<file path="src/rtl/complex_mac_seq.sv">
// Sequential complex multiply-accumulate: one shared shift-add W x W signed multiplier
// computes the four partial products of X*Y in turn and folds them into RW-bit results.
module complex_mac_seq #(
    parameter int W     = 8,
    parameter int GUARD = 4
) (
    input  logic                          clk,
    input  logic                          rst,
    input  logic                          start,
    input  logic                          accum,
    input  logic                          clear,
    input  logic signed [W-1:0]           x_re,
    input  logic signed [W-1:0]           x_im,
    input  logic signed [W-1:0]           y_re,
    input  logic signed [W-1:0]           y_im,
    output logic                          busy,
    output logic                          done,
    output logic signed [2*W+GUARD-1:0]   res_re,
    output logic signed [2*W+GUARD-1:0]   res_im,
    output logic                          ovf
);

    localparam int RW = 2*W + GUARD;
    localparam int PW = 2*W;
    localparam int CW = $clog2(W);
    localparam logic [CW-1:0] CNT_LAST = CW'(W-1);

    typedef enum logic [2:0] {
        ST_IDLE = 3'd0,
        ST_LOAD = 3'd1,
        ST_MUL  = 3'd2,
        ST_ACC  = 3'd3,
        ST_DONE = 3'd4
    } state_t;

    state_t          state_r;
    state_t          state_nxt_s;
    logic            accept_s;

    logic [W-1:0]    xr_r, xi_r, yr_r, yi_r;
    logic            accum_r;
    logic [1:0]      k_r;
    logic [1:0]      ld_k_s;
    logic [W-1:0]    op_a_s, op_b_s;

    logic [PW-1:0]   mcand_r;
    logic [W-1:0]    mplier_r;
    logic [PW-1:0]   prod_r;
    logic [CW-1:0]   cnt_r;
    logic [PW-1:0]   partial_s;

    logic [RW-1:0]   res_re_r, res_im_r;
    logic            ovf_r;
    logic            busy_r, done_r;

    logic [RW-1:0]   prod_ext_s;
    logic [RW-1:0]   acc_a_s;
    logic [RW-1:0]   acc_sum_s;
    logic            acc_sub_s;
    logic            acc_ovf_s;

    // Signed overflow of a +/- b given the wrapped result s
    function automatic logic acc_overflow(input logic [RW-1:0] a, input logic [RW-1:0] b,
                                          input logic [RW-1:0] s, input logic sub);
        logic same_sign;
        same_sign = (a[RW-1] == b[RW-1]);
        if (sub) begin
            return !same_sign && (s[RW-1] != a[RW-1]);
        end else begin
            return same_sign && (s[RW-1] != a[RW-1]);
        end
    endfunction

    // Next-state decode and start acceptance
    always_comb begin
        state_nxt_s = state_r;
        accept_s    = 1'b0;
        case (state_r)
            ST_IDLE: begin
                if (clear) begin
                    state_nxt_s = ST_IDLE;
                end else if (start) begin
                    state_nxt_s = ST_LOAD;
                    accept_s    = 1'b1;
                end else begin
                    state_nxt_s = ST_IDLE;
                end
            end
            ST_LOAD: state_nxt_s = ST_MUL;
            ST_MUL: begin
                if (cnt_r == CNT_LAST) begin
                    state_nxt_s = ST_ACC;
                end else begin
                    state_nxt_s = ST_MUL;
                end
            end
            ST_ACC: begin
                if (k_r == 2'd3) begin
                    state_nxt_s = ST_DONE;
                end else begin
                    state_nxt_s = ST_MUL;
                end
            end
            ST_DONE: begin
                // The edge that ends DONE can already accept the next request
                if (start && !clear) begin
                    state_nxt_s = ST_LOAD;
                    accept_s    = 1'b1;
                end else begin
                    state_nxt_s = ST_IDLE;
                end
            end
            default: state_nxt_s = ST_IDLE;
        endcase
    end

    // State register
    always_ff @(posedge clk or negedge rst) begin
        if (!rst) begin
            state_r <= ST_IDLE;
        end else begin
            state_r <= state_nxt_s;
        end
    end

    // Operand pair feeding the multiplier for the product about to start
    always_comb begin
        ld_k_s = 2'd0;
        if (state_r == ST_ACC) begin
            ld_k_s = k_r + 2'd1;
        end else begin
            ld_k_s = 2'd0;
        end
        op_a_s = xr_r;
        op_b_s = yr_r;
        case (ld_k_s)
            2'd0: begin op_a_s = xr_r; op_b_s = yr_r; end
            2'd1: begin op_a_s = xi_r; op_b_s = yi_r; end
            2'd2: begin op_a_s = xr_r; op_b_s = yi_r; end
            2'd3: begin op_a_s = xi_r; op_b_s = yr_r; end
            default: begin op_a_s = xr_r; op_b_s = yr_r; end
        endcase
    end

    // Multiplier partial product and accumulator add/subtract
    always_comb begin
        partial_s = {PW{1'b0}};
        if (mplier_r[0]) begin
            partial_s = mcand_r;
        end else begin
            partial_s = {PW{1'b0}};
        end
        prod_ext_s = {{GUARD{prod_r[PW-1]}}, prod_r};
        acc_sub_s  = (k_r == 2'd1);
        acc_a_s    = res_re_r;
        if (k_r[1]) begin
            acc_a_s = res_im_r;
        end else begin
            acc_a_s = res_re_r;
        end
        acc_sum_s = {RW{1'b0}};
        if (acc_sub_s) begin
            acc_sum_s = acc_a_s - prod_ext_s;
        end else begin
            acc_sum_s = acc_a_s + prod_ext_s;
        end
        acc_ovf_s = acc_overflow(acc_a_s, prod_ext_s, acc_sum_s, acc_sub_s);
    end

    // Operand capture, multiplier stepping and result accumulation
    always_ff @(posedge clk or negedge rst) begin
        if (!rst) begin
            xr_r     <= {W{1'b0}};
            xi_r     <= {W{1'b0}};
            yr_r     <= {W{1'b0}};
            yi_r     <= {W{1'b0}};
            accum_r  <= 1'b0;
            k_r      <= 2'd0;
            mcand_r  <= {PW{1'b0}};
            mplier_r <= {W{1'b0}};
            prod_r   <= {PW{1'b0}};
            cnt_r    <= {CW{1'b0}};
            res_re_r <= {RW{1'b0}};
            res_im_r <= {RW{1'b0}};
            ovf_r    <= 1'b0;
        end else begin
            if (accept_s) begin
                xr_r    <= x_re;
                xi_r    <= x_im;
                yr_r    <= y_re;
                yi_r    <= y_im;
                accum_r <= accum;
            end
            case (state_r)
                ST_IDLE: begin
                    if (clear) begin
                        res_re_r <= {RW{1'b0}};
                        res_im_r <= {RW{1'b0}};
                        ovf_r    <= 1'b0;
                    end
                end
                ST_LOAD: begin
                    k_r      <= 2'd0;
                    mcand_r  <= {{W{op_a_s[W-1]}}, op_a_s};
                    mplier_r <= op_b_s;
                    prod_r   <= {PW{1'b0}};
                    cnt_r    <= {CW{1'b0}};
                    if (!accum_r) begin
                        res_re_r <= {RW{1'b0}};
                        res_im_r <= {RW{1'b0}};
                        ovf_r    <= 1'b0;
                    end
                end
                ST_MUL: begin
                    // Multiplier MSB carries negative weight in two's complement
                    if (cnt_r == CNT_LAST) begin
                        prod_r <= prod_r - partial_s;
                    end else begin
                        prod_r <= prod_r + partial_s;
                    end
                    mcand_r  <= mcand_r << 1;
                    mplier_r <= mplier_r >> 1;
                    cnt_r    <= cnt_r + {{(CW-1){1'b0}}, 1'b1};
                end
                ST_ACC: begin
                    if (k_r[1]) begin
                        res_im_r <= acc_sum_s;
                    end else begin
                        res_re_r <= acc_sum_s;
                    end
                    ovf_r <= ovf_r | acc_ovf_s;
                    if (k_r != 2'd3) begin
                        k_r      <= ld_k_s;
                        mcand_r  <= {{W{op_a_s[W-1]}}, op_a_s};
                        mplier_r <= op_b_s;
                        prod_r   <= {PW{1'b0}};
                        cnt_r    <= {CW{1'b0}};
                    end
                end
                ST_DONE: begin
                    k_r <= k_r;
                end
                default: begin
                    k_r <= 2'd0;
                end
            endcase
        end
    end

    // Registered status outputs decoded from the upcoming state
    always_ff @(posedge clk or negedge rst) begin
        if (!rst) begin
            busy_r <= 1'b0;
            done_r <= 1'b0;
        end else begin
            busy_r <= (state_nxt_s != ST_IDLE);
            done_r <= (state_nxt_s == ST_DONE);
        end
    end

    assign busy   = busy_r;
    assign done   = done_r;
    assign res_re = res_re_r;
    assign res_im = res_im_r;
    assign ovf    = ovf_r;

endmodule

</file>
<file path="config.mk">
export PLATFORM = sky130hd
export DESIGN_NAME = complex_mac_seq
export DESIGN_NICKNAME = d
export VERILOG_FILES = /design/src/rtl/complex_mac_seq.sv
export SDC_FILE = /design/constraint.sdc
export NUM_CORES = 1
export LEC_CHECK = 0
export BUFFER_PORTS_ARGS = -buffer_cell sky130_fd_sc_hd__buf_2
export CAP_MARGIN = 25
export CORE_MARGIN = 1
export CORE_UTILIZATION = 45
export CTS_CLUSTER_SIZE = 16
export DETAILED_ROUTE_END_ITERATION = 7
export GPL_ROUTABILITY_DRIVEN = 0
export HOLD_SLACK_MARGIN = 0.02
export PLACE_DENSITY = 0.75
export SETUP_SLACK_MARGIN = 0.02
export SLEW_MARGIN = 20
export SYNTH_ARGS = -nofsm -noshare
export SYNTH_HDL_FRONTEND = slang
export SYNTH_SLANG_ARGS = --single-unit
</file>
<file path="constraint.sdc">
create_clock -name clk -period 5.8 [get_ports clk]
set_clock_uncertainty 0.1 [all_clocks]
set_input_delay 0.87 -clock clk [delete_from_list [all_inputs] [get_ports clk]]
set_output_delay 0.87 -clock clk [all_outputs]
set_load 0.01 [all_outputs]
</file>
# Word level (Yosys, flattened, before mapping)
# Cells that the tools add are included.
[totals]
out_inout_bits = 43
inputBits = 37
elab_cells = 100
regBits = 124
[op_classes]
add_sub_neg = 6
n_bitwise = 2
eq_ne = 19
n_reduce_logical = 20
mux = 37
[op_table]
columns = ["cell", "count"]
rows = [
  ["$mux 20", 6],
  ["$pmux 20 s3", 2],
  ["$pmux 16 s3", 2],
  ["$mux 16", 4],
  ["$pmux 8 s2", 2],
  ["$pmux 8 s3", 1],
  ["$add 20x20->20", 1],
  ["$sub 20x20->20", 1],
  ["$add 16x16->16", 1],
  ["$sub 16x16->16", 1],
  ["$pmux 3 s5", 1],
  ["$mux 1", 10],
  ["$ne 2x2->1 const B", 5],
  ["$eq 3x3->1 const B", 3],
  ["$pmux 3 s3", 1],
  ["$reduce_bool 3->1", 3],
  ["$mux 8", 1],
  ["$reduce_and 4->1", 2],
  ["$reduce_or 2->1", 4],
  ["$eq 2x2->1 const B", 3],
  ["$eq 3x2->1 const B", 2],
  ["$mux 3", 2],
  ["$eq 2x1->1 const B", 2],
  ["$mux 2", 2],
  ["18 further kinds", 22],
]

# Logic depth before layout (Yosys ltp)
# Gate-level depths: netlist of run 1.
[logic_depth]
depth_word = 8
depth_mapped = 17
depth_no_buf = 15

# Least setup slack after synthesis of run 1
# No wires, ideal clock.
[synth_path]
path_kind = "reg-to-reg"
from = "register k_r[1]"
to = "register res_re_r[18] (netlist: res_re[18])"
path_slack_ns = 2.002
path_buffers = 4
path_stages_with_launch = 16
setup_time_ns = 0.121
t_required_ns = 5.579
arrival_time_ns = 3.577
period_less_slack_ns = 3.798
path_cell_list = "dfrtp_1 clkbuf_1 clkbuf_1 inv_1 ha_1 clkbuf_1 clkbuf_1 nor2_1 xnor2_1 ha_1 a2111o_1 o22ai_1 o21ai_0 a221oi_1 xnor2_1 a22o_1"
[synth_via]
elab_chain_cells = 5
word_cells_on_any_way = 9
cone_classes = "add/sub: 2; eq/ne: 2; mux: 4; reduce/logical: 1"
[synth_lines]
columns = ["element", "line", "source"]
rows = [
  ["from (decl)", "42", "logic [1:0] k_r;"],
  ["from (signal assigned)", "233", "k_r <= ld_k_s;"],
  ["from (signal assigned)", "241", "k_r <= k_r;"],
  ["$mux 20", "156", "if (k_r[1]) begin"],
  ["$add 20x20->20 / $sub 20x20->20 (equally long branches)", "165, 163", ""],
  ["$mux 20", "162", "if (acc_sub_s) begin"],
  ["$mux 20", "226", "if (k_r[1]) begin"],
  ["$pmux 20 s3", "194", "case (state_r)"],
  ["to (signal assigned)", "197", "res_re_r <= {RW{1'b0}};"],
  ["to (signal assigned)", "209", "res_re_r <= {RW{1'b0}};"],
  ["to (signal assigned)", "229", "res_re_r <= acc_sum_s;"],
  ["to (decl)", "52", "logic [RW-1:0] res_re_r, res_im_r;"],
]
# Several ways; a longest one is shown, not always the timed one. The select of a mux whose other input is x is not followed.
# A chain may end at the register's enable or synchronous reset.

# Worst setup path in the final report of run 1
[layout_path]
from = "register prod_r[1]"
to = "register res_re_r[19] (netlist: res_re[19])"
[layout_via]
elab_chain_cells = 4
word_cells_on_any_way = 5
cone_classes = "add/sub: 2; mux: 3"
[layout_lines]
columns = ["element", "line", "source"]
rows = [
  ["from (decl)", "48", "logic [PW-1:0] prod_r;"],
  ["from (signal assigned)", "181", "prod_r <= {PW{1'b0}};"],
  ["from (signal assigned)", "206", "prod_r <= {PW{1'b0}};"],
  ["from (signal assigned)", "217", "prod_r <= prod_r - partial_s;"],
  ["$add 20x20->20 / $sub 20x20->20 (equally long branches)", "165, 163", ""],
  ["$mux 20 *", "162", ""],
  ["$mux 20 *", "226", ""],
  ["$pmux 20 s3 *", "194", ""],
]
# Mark *: on every way between the ends. The rest lies on a longest branch, timed or not. The select of a mux whose other input is x is not followed.

==> results.sh, run 1 <==
export IMPL_r2r_slack_ns=2.00
export IMPL_cts_resized=0
export IMPL_synth_area_mm2=0.007625
export IMPL_core_mm2=0.01658
export IMPL_synth_top_cell_by_area="dfrtp_1"
export IMPL_synthArstFlopShare_pct=100.0
export IMPL_wl_per_cell_um=15.78
export IMPL_clockBufferDepth=2
export IMPL_area_delta_synth_final_pct=15.51
export IMPL_finalSetupViolCount=0
export IMPL_die_y_um=132.2
export IMPL_synth_common_cells="dfrtp_1 (124), nand2_1 (81), o21ai_0 (69)"
export IMPL_antenna_found_initial=0
export IMPL_critPathLaunchType="flop"
export IMPL_grt_usage_pct=20.70
export IMPL_final_util_pct=53.11
export IMPL_r2r_end="res_re[19]"
export IMPL_routed_via_density=5.654
export IMPL_drv_slew=0
export IMPL_cts_root_buf="clkbuf_16"
export IMPL_layout_drive_gt1_share_pct=21.13
export IMPL_worstSetupEndpointType="flop"
export IMPL_drc=0
export IMPL_min_path_cells=2
export IMPL_synth_area_leaders="dfrtp_1 (41%), mux2_2 (8.0%), ha_1 (6.6%), o21ai_0 (4.5%), nand2_1 (4.0%)"
export IMPL_reg2reg_depth=14
export IMPL_fp_dieW_um=132.2
export IMPL_avgSynthCellArea_um2=9.738
export IMPL_status="finished clean"
export IMPL_detailedPlace_worstSlack_ns=2.041
export IMPL_cpMaxStageDelayCell="or4_1"
export IMPL_crit_chain="inv_1 > ha_1 > nand3b_1 > nor3_1 > a21oi_1 > xnor2_1 > ha_1 > a21oi_1 > o21ai_0 > a221oi_1 > or3_1 > o221ai_4 > or4_1 > o21ai_2"
export IMPL_holdCritStartpoint="mplier_r[7]"
export IMPL_crit_path_max_incr_delay_ns=0.44
export IMPL_ctsHoldBuffers=0
export IMPL_row_count=47
export IMPL_max_slew_margin_rel_pct=36.09
export IMPL_synth_top_area_share_pct=40.70
export IMPL_yosysMostFrequentCell="dfrtp_1"
export IMPL_holdPathEnd="mplier_r[7]"
export IMPL_worstPathRequired_ns=6.05
export IMPL_num_antenna_cells=0
export IMPL_drv_cap=0
export IMPL_worstSetupPathType="flop to flop"
export IMPL_drt_pre_antenna_iters=5
export IMPL_cts_buffers=17
export IMPL_cts_tree="done"
export IMPL_htreeDepth=4
export IMPL_hp_class="flop to flop"
export IMPL_ys_flop_type="dfrtp_1"
export IMPL_syn_nets=862
export IMPL_wirelength_um=17140
export IMPL_fillers=1476
export IMPL_clk_pin_slew_ns=0.06
export IMPL_io_pins=80
export IMPL_grt_pass1_vias=5911
export IMPL_setup_tns_ns=0
export IMPL_port_buffer_count=79
export IMPL_drtAntennaViolNets=0
export IMPL_clk_latency_ns=0.42
export IMPL_grt_max_degree=65
export IMPL_finalCriticalPeriod_ns=3.799
export IMPL_finalHoldViolCount=0
export IMPL_post_cts_buffers=0
export IMPL_reg2reg_from="prod_r[1]"
export IMPL_nets=932
export IMPL_ys_warnings_count=0
export IMPL_grt_pass1_wl_um=29120
export IMPL_synth_seq_cells=124
export IMPL_gr_total_overflow=0
export IMPL_dr_first_iter_drc_count=335
export IMPL_seq_area_frac_synth_pct=40.70
export IMPL_hpwl_um=12170
export IMPL_fmax_mhz=263.2
export IMPL_arrival_ns=4.05
export IMPL_cts_sinks=124
export IMPL_initial_utilization_pct=45.98
export IMPL_worst_pin_slew_ns=0.9563
export IMPL_vias=6140
export IMPL_ys_types=67
export IMPL_die_area_mm2=0.01747
export IMPL_rsz0062_at_grt="false"
export IMPL_synth_edf_count=0
export IMPL_worst_slack_ns=2.001
export IMPL_fin_crit_sh_pct=65.50
export IMPL_whs_ns=0.3938
export IMPL_synthCells=783
export IMPL_crit_fanout=5
## area by class of cell
class | instances | area (um2) | share of cell area (%)
clock inverters | 13 | 143.9 | 1.634
flip-flops and latches | 124 | 3103 | 35.23
multi-input cells | 605 | 4330 | 49.17
clock buffers | 19 | 432.9 | 4.915
inverters | 19 | 71.32 | 0.8098
repair buffers | 86 | 450.4 | 5.114
well taps | 220 | 275.3 | 3.125
## worst max-delay path, delay by kind of cell (launching register included)
kind	cells	cell delay, ns
XOR/XNOR	1	0.17
AO/OA/AOI/OAI	6	1.14
buffers and inverters	1	0.15
adder cells (fa/ha/maj)	2	0.56
AND/OR/NAND/NOR	4	1.18
flip-flops	1	0.42
## per-stage QoR
step	std cells	instance area (um2)
4_1_cts	1086	8807
5_1_grt	1086	8807
6_report	1086	8807
3_3_place_gp	1054	8230
2_1_floorplan	783	7625
3_5_place_dp	1054	8230
## state kept, by name, indices dropped and copies added (netlist names), 2 cells and up
| name | count |
|---|---|
| mcand_r | 16 |
| mplier_r | 8 |
| cnt_r | 3 |
| xi_r | 8 |
| xr_r | 8 |
| k_r | 2 |
| res_re | 20 |
| yr_r | 8 |
| res_im | 20 |
| state_r | 3 |
| prod_r | 16 |
| yi_r | 8 |
## how the worst max path moves through the flow
stage,start,endpoint,slack (ns)
2_1_floorplan,k_r[1],res_re[18],2.00
3_3_place_gp,k_r[0],res_re[16],2.12
3_5_place_dp,k_r[0],res_re[18],2.04
4_1_cts,k_r[0],res_im[18],2.01
5_1_grt,prod_r[1],res_re[19],1.68
6_report,prod_r[1],res_re[19],2.00
## layer usage
metal  share of wire (%)  vias up  GRT usage [%]
met4                 1.8        0          6.897
met1                  47     2949          27.21
met3                 4.6       21          4.767
li1                    -     3032              -
met5                   0        -              0
met2                  47      138          33.69
## cells in the final DEF, fill, tap and decap left out, types with 13 or more instances in the layout
cell       instances
a21oi_1           45
a22o_1            13
a22oi_1           13
buf_2             78
clkbuf_16         17
dfrtp_1          124
ha_1              40
inv_1             18
mux2_2            54
mux2i_1           21
nand2_1           81
nor2_1            50
o21ai_0           69
o31ai_1           15
xnor2_1           30
xor2_1            15
## cells by family (layout without fill, tap and decap cells)
logic type      Yosys count  after routing  synth area share [%]
mux                      75             75                 10.73
fa+ha+maj                42             42                 7.089
compound gates          233            233                 20.43
buf+inv                  54            137                 2.691
flops                   124            124                 40.70
xor+xnor                 45             45                 5.169
simple gates            210            210                 13.19
Power of run 1 is not shown: default switching activity piles up to over one toggle a cycle in this logic, so the estimate is an artifact.
==> inputs of run 2 (changes only) <==
==> constraint.sdc (replaced) <==
create_clock -name clk -period 3.95 [get_ports clk]
set_clock_uncertainty 0.1 [all_clocks]
set_input_delay 0.5925 -clock clk [delete_from_list [all_inputs] [get_ports clk]]
set_output_delay 0.5925 -clock clk [all_outputs]
set_load 0.01 [all_outputs]
==> results.sh, run 2 (same netlist as run 1, synthesis figures left out) <==
export IMPL_layout_drive_gt1_share_pct=21.76
export IMPL_initial_utilization_pct=45.98
export IMPL_max_slew_margin_rel_pct=34.18
export IMPL_routed_via_density=5.711
export IMPL_critPathLaunchType="flop"
export IMPL_finalSetupViolCount=0
export IMPL_num_antenna_cells=0
export IMPL_setup_tns_ns=0
export IMPL_vias=6242
export IMPL_die_area_mm2=0.01747
export IMPL_reg2reg_depth=13
export IMPL_grt_usage_pct=21.26
export IMPL_htreeDepth=4
export IMPL_fillers=1464
export IMPL_clockBufferDepth=2
export IMPL_port_buffer_count=79
export IMPL_die_y_um=132.2
export IMPL_rsz0062_at_grt="false"
export IMPL_reg2reg_from="prod_r[4]"
export IMPL_layout_cells_most_common="dfrtp_1"
export IMPL_grt_max_degree=64
export IMPL_crit_chain="nor3_1 > nand3b_1 > nor3_2 > a21oi_1 > xnor2_1 > ha_1 > a21oi_1 > o21ai_0 > a221oi_1 > or3_1 > o221ai_4 > or4_1 > o21ai_2"
export IMPL_crit_start="prod_r[4]"
export IMPL_cts_root_buf="clkbuf_16"
export IMPL_dr_first_iter_drc_count=327
export IMPL_layout_common_cells="dfrtp_1 (124), nand2_1 (81), buf_2 (78), o21ai_0 (69), mux2_2 (54)"
export IMPL_nets=939
export IMPL_cts_tree="done"
export IMPL_clk_latency_ns=0.42
export IMPL_arrival_ns=3.89
export IMPL_area_delta_synth_final_pct=17.10
export IMPL_worstSetupPathType="flop to flop"
export IMPL_clk_pin_slew_ns=0.06
export IMPL_finalHoldViolCount=0
export IMPL_ctsHoldBuffers=0
export IMPL_worstSetupEndpointType="flop"
export IMPL_seqCellArea_mm2=0.003103
export IMPL_grt_pass1_wl_um=30010
export IMPL_worst_pin_slew_ns=0.9850
export IMPL_drc=0
export IMPL_status="finished clean"
export IMPL_row_count=47
export IMPL_drv_cap=0
export IMPL_core_mm2=0.01658
export IMPL_antenna_found_initial=0
export IMPL_drtAntennaViolNets=0
export IMPL_finalCriticalPeriod_ns=3.648
export IMPL_gr_total_overflow=0
export IMPL_wirelength_um=17340
export IMPL_crit_path_frequent_cell="a21oi_1"
export IMPL_wl_per_cell_um=15.87
export IMPL_hp_class="input port to async pin"
export IMPL_crit_path_max_incr_delay_ns=0.44
export IMPL_drt_pre_antenna_iters=5
export IMPL_grt_pass1_vias=6175
export IMPL_fin_crit_sh_pct=92.36
export IMPL_cpMaxStageDelayCell="dfrtp_1"
export IMPL_cts_buffers=17
export IMPL_cts_sinks=124
export IMPL_multi_input_area_mm2=0.004335
export IMPL_io_pins=80
export IMPL_crit_fanout=5
export IMPL_worstPathRequired_ns=4.20
export IMPL_fp_dieW_um=132.2
export IMPL_fmax_mhz=274.1
export IMPL_hpwl_um=12340
export IMPL_drv_slew=0
## run 2: critical path, delay by kind of cell, from the launching register on
kind / cells / cell delay, ns
xor+xnor: 1 / 0.16
fa+ha+maj: 1 / 0.36
flops: 1 / 0.44
compound gates: 6 / 1.11
simple gates: 5 / 1.42
## run 2: final timing paths
| check | to | slack (ns) |
|---|---|---|
| hold reg to reg | res_re[9] | 0.39 |
| setup reg to reg | res_re[19] | 0.30 |
| min in group clk | xr_r[0] | 0.30 |
| max in group asynchronous | mcand_r[14] | 2.73 |
| hold / removal | res_im[3] | 0.14 |
| setup / recovery | res_re[19] | 0.30 |
## run 2: what timing repair did
item	CTS	global route
resized for setup	0	1
setup endpoints to repair	0	2
buffers inserted	0	0
## run 2: metal layers
| metal | wire (um) | GRT usage [%] | vias to the layer above |
|---|---|---|---|
| li1 | - | - | 3052 |
| met1 | 8056 | 27.63 | 3024 |
| met2 | 8252 | 34.95 | 143 |
| met3 | 730 | 4.614 | 23 |
| met4 | 304 | 7.663 | 0 |
| met5 | 0 | 0 | - |
## run 2: cell type report
type                       instances  area share, %
sequential                       124          34.75
clock buffer                      22          5.199
multi-input combinational        605          48.56
inverter                          19         0.7988
clock inverter                    10          1.836
timing repair buffer              93          5.774
tap                              220          3.083
## run 2: through the flow
| stage | hold slack, ns | worst slack (ns) | instances | cell area (um2) | utilization [%] |
|---|---|---|---|---|---|
| 2_1_floorplan | 0.1969 | 0.1515 | 783 | 7625 | - |
| 3_3_place_gp | 0.3669 | 0.3723 | 1061 | 8295 | 50.02 |
| 3_5_place_dp | 0.3778 | 0.2410 | 1061 | 8295 | 50.02 |
| 4_1_cts | 0.1848 | 0.2098 | 1093 | 8924 | 53.81 |
| 5_1_grt | 0.2248 | 0.03107 | 1093 | 8929 | 53.84 |
| 6_report | 0.1399 | 0.3017 | 1093 | 8929 | 53.84 |
Power of run 2 is left out for the same reason.
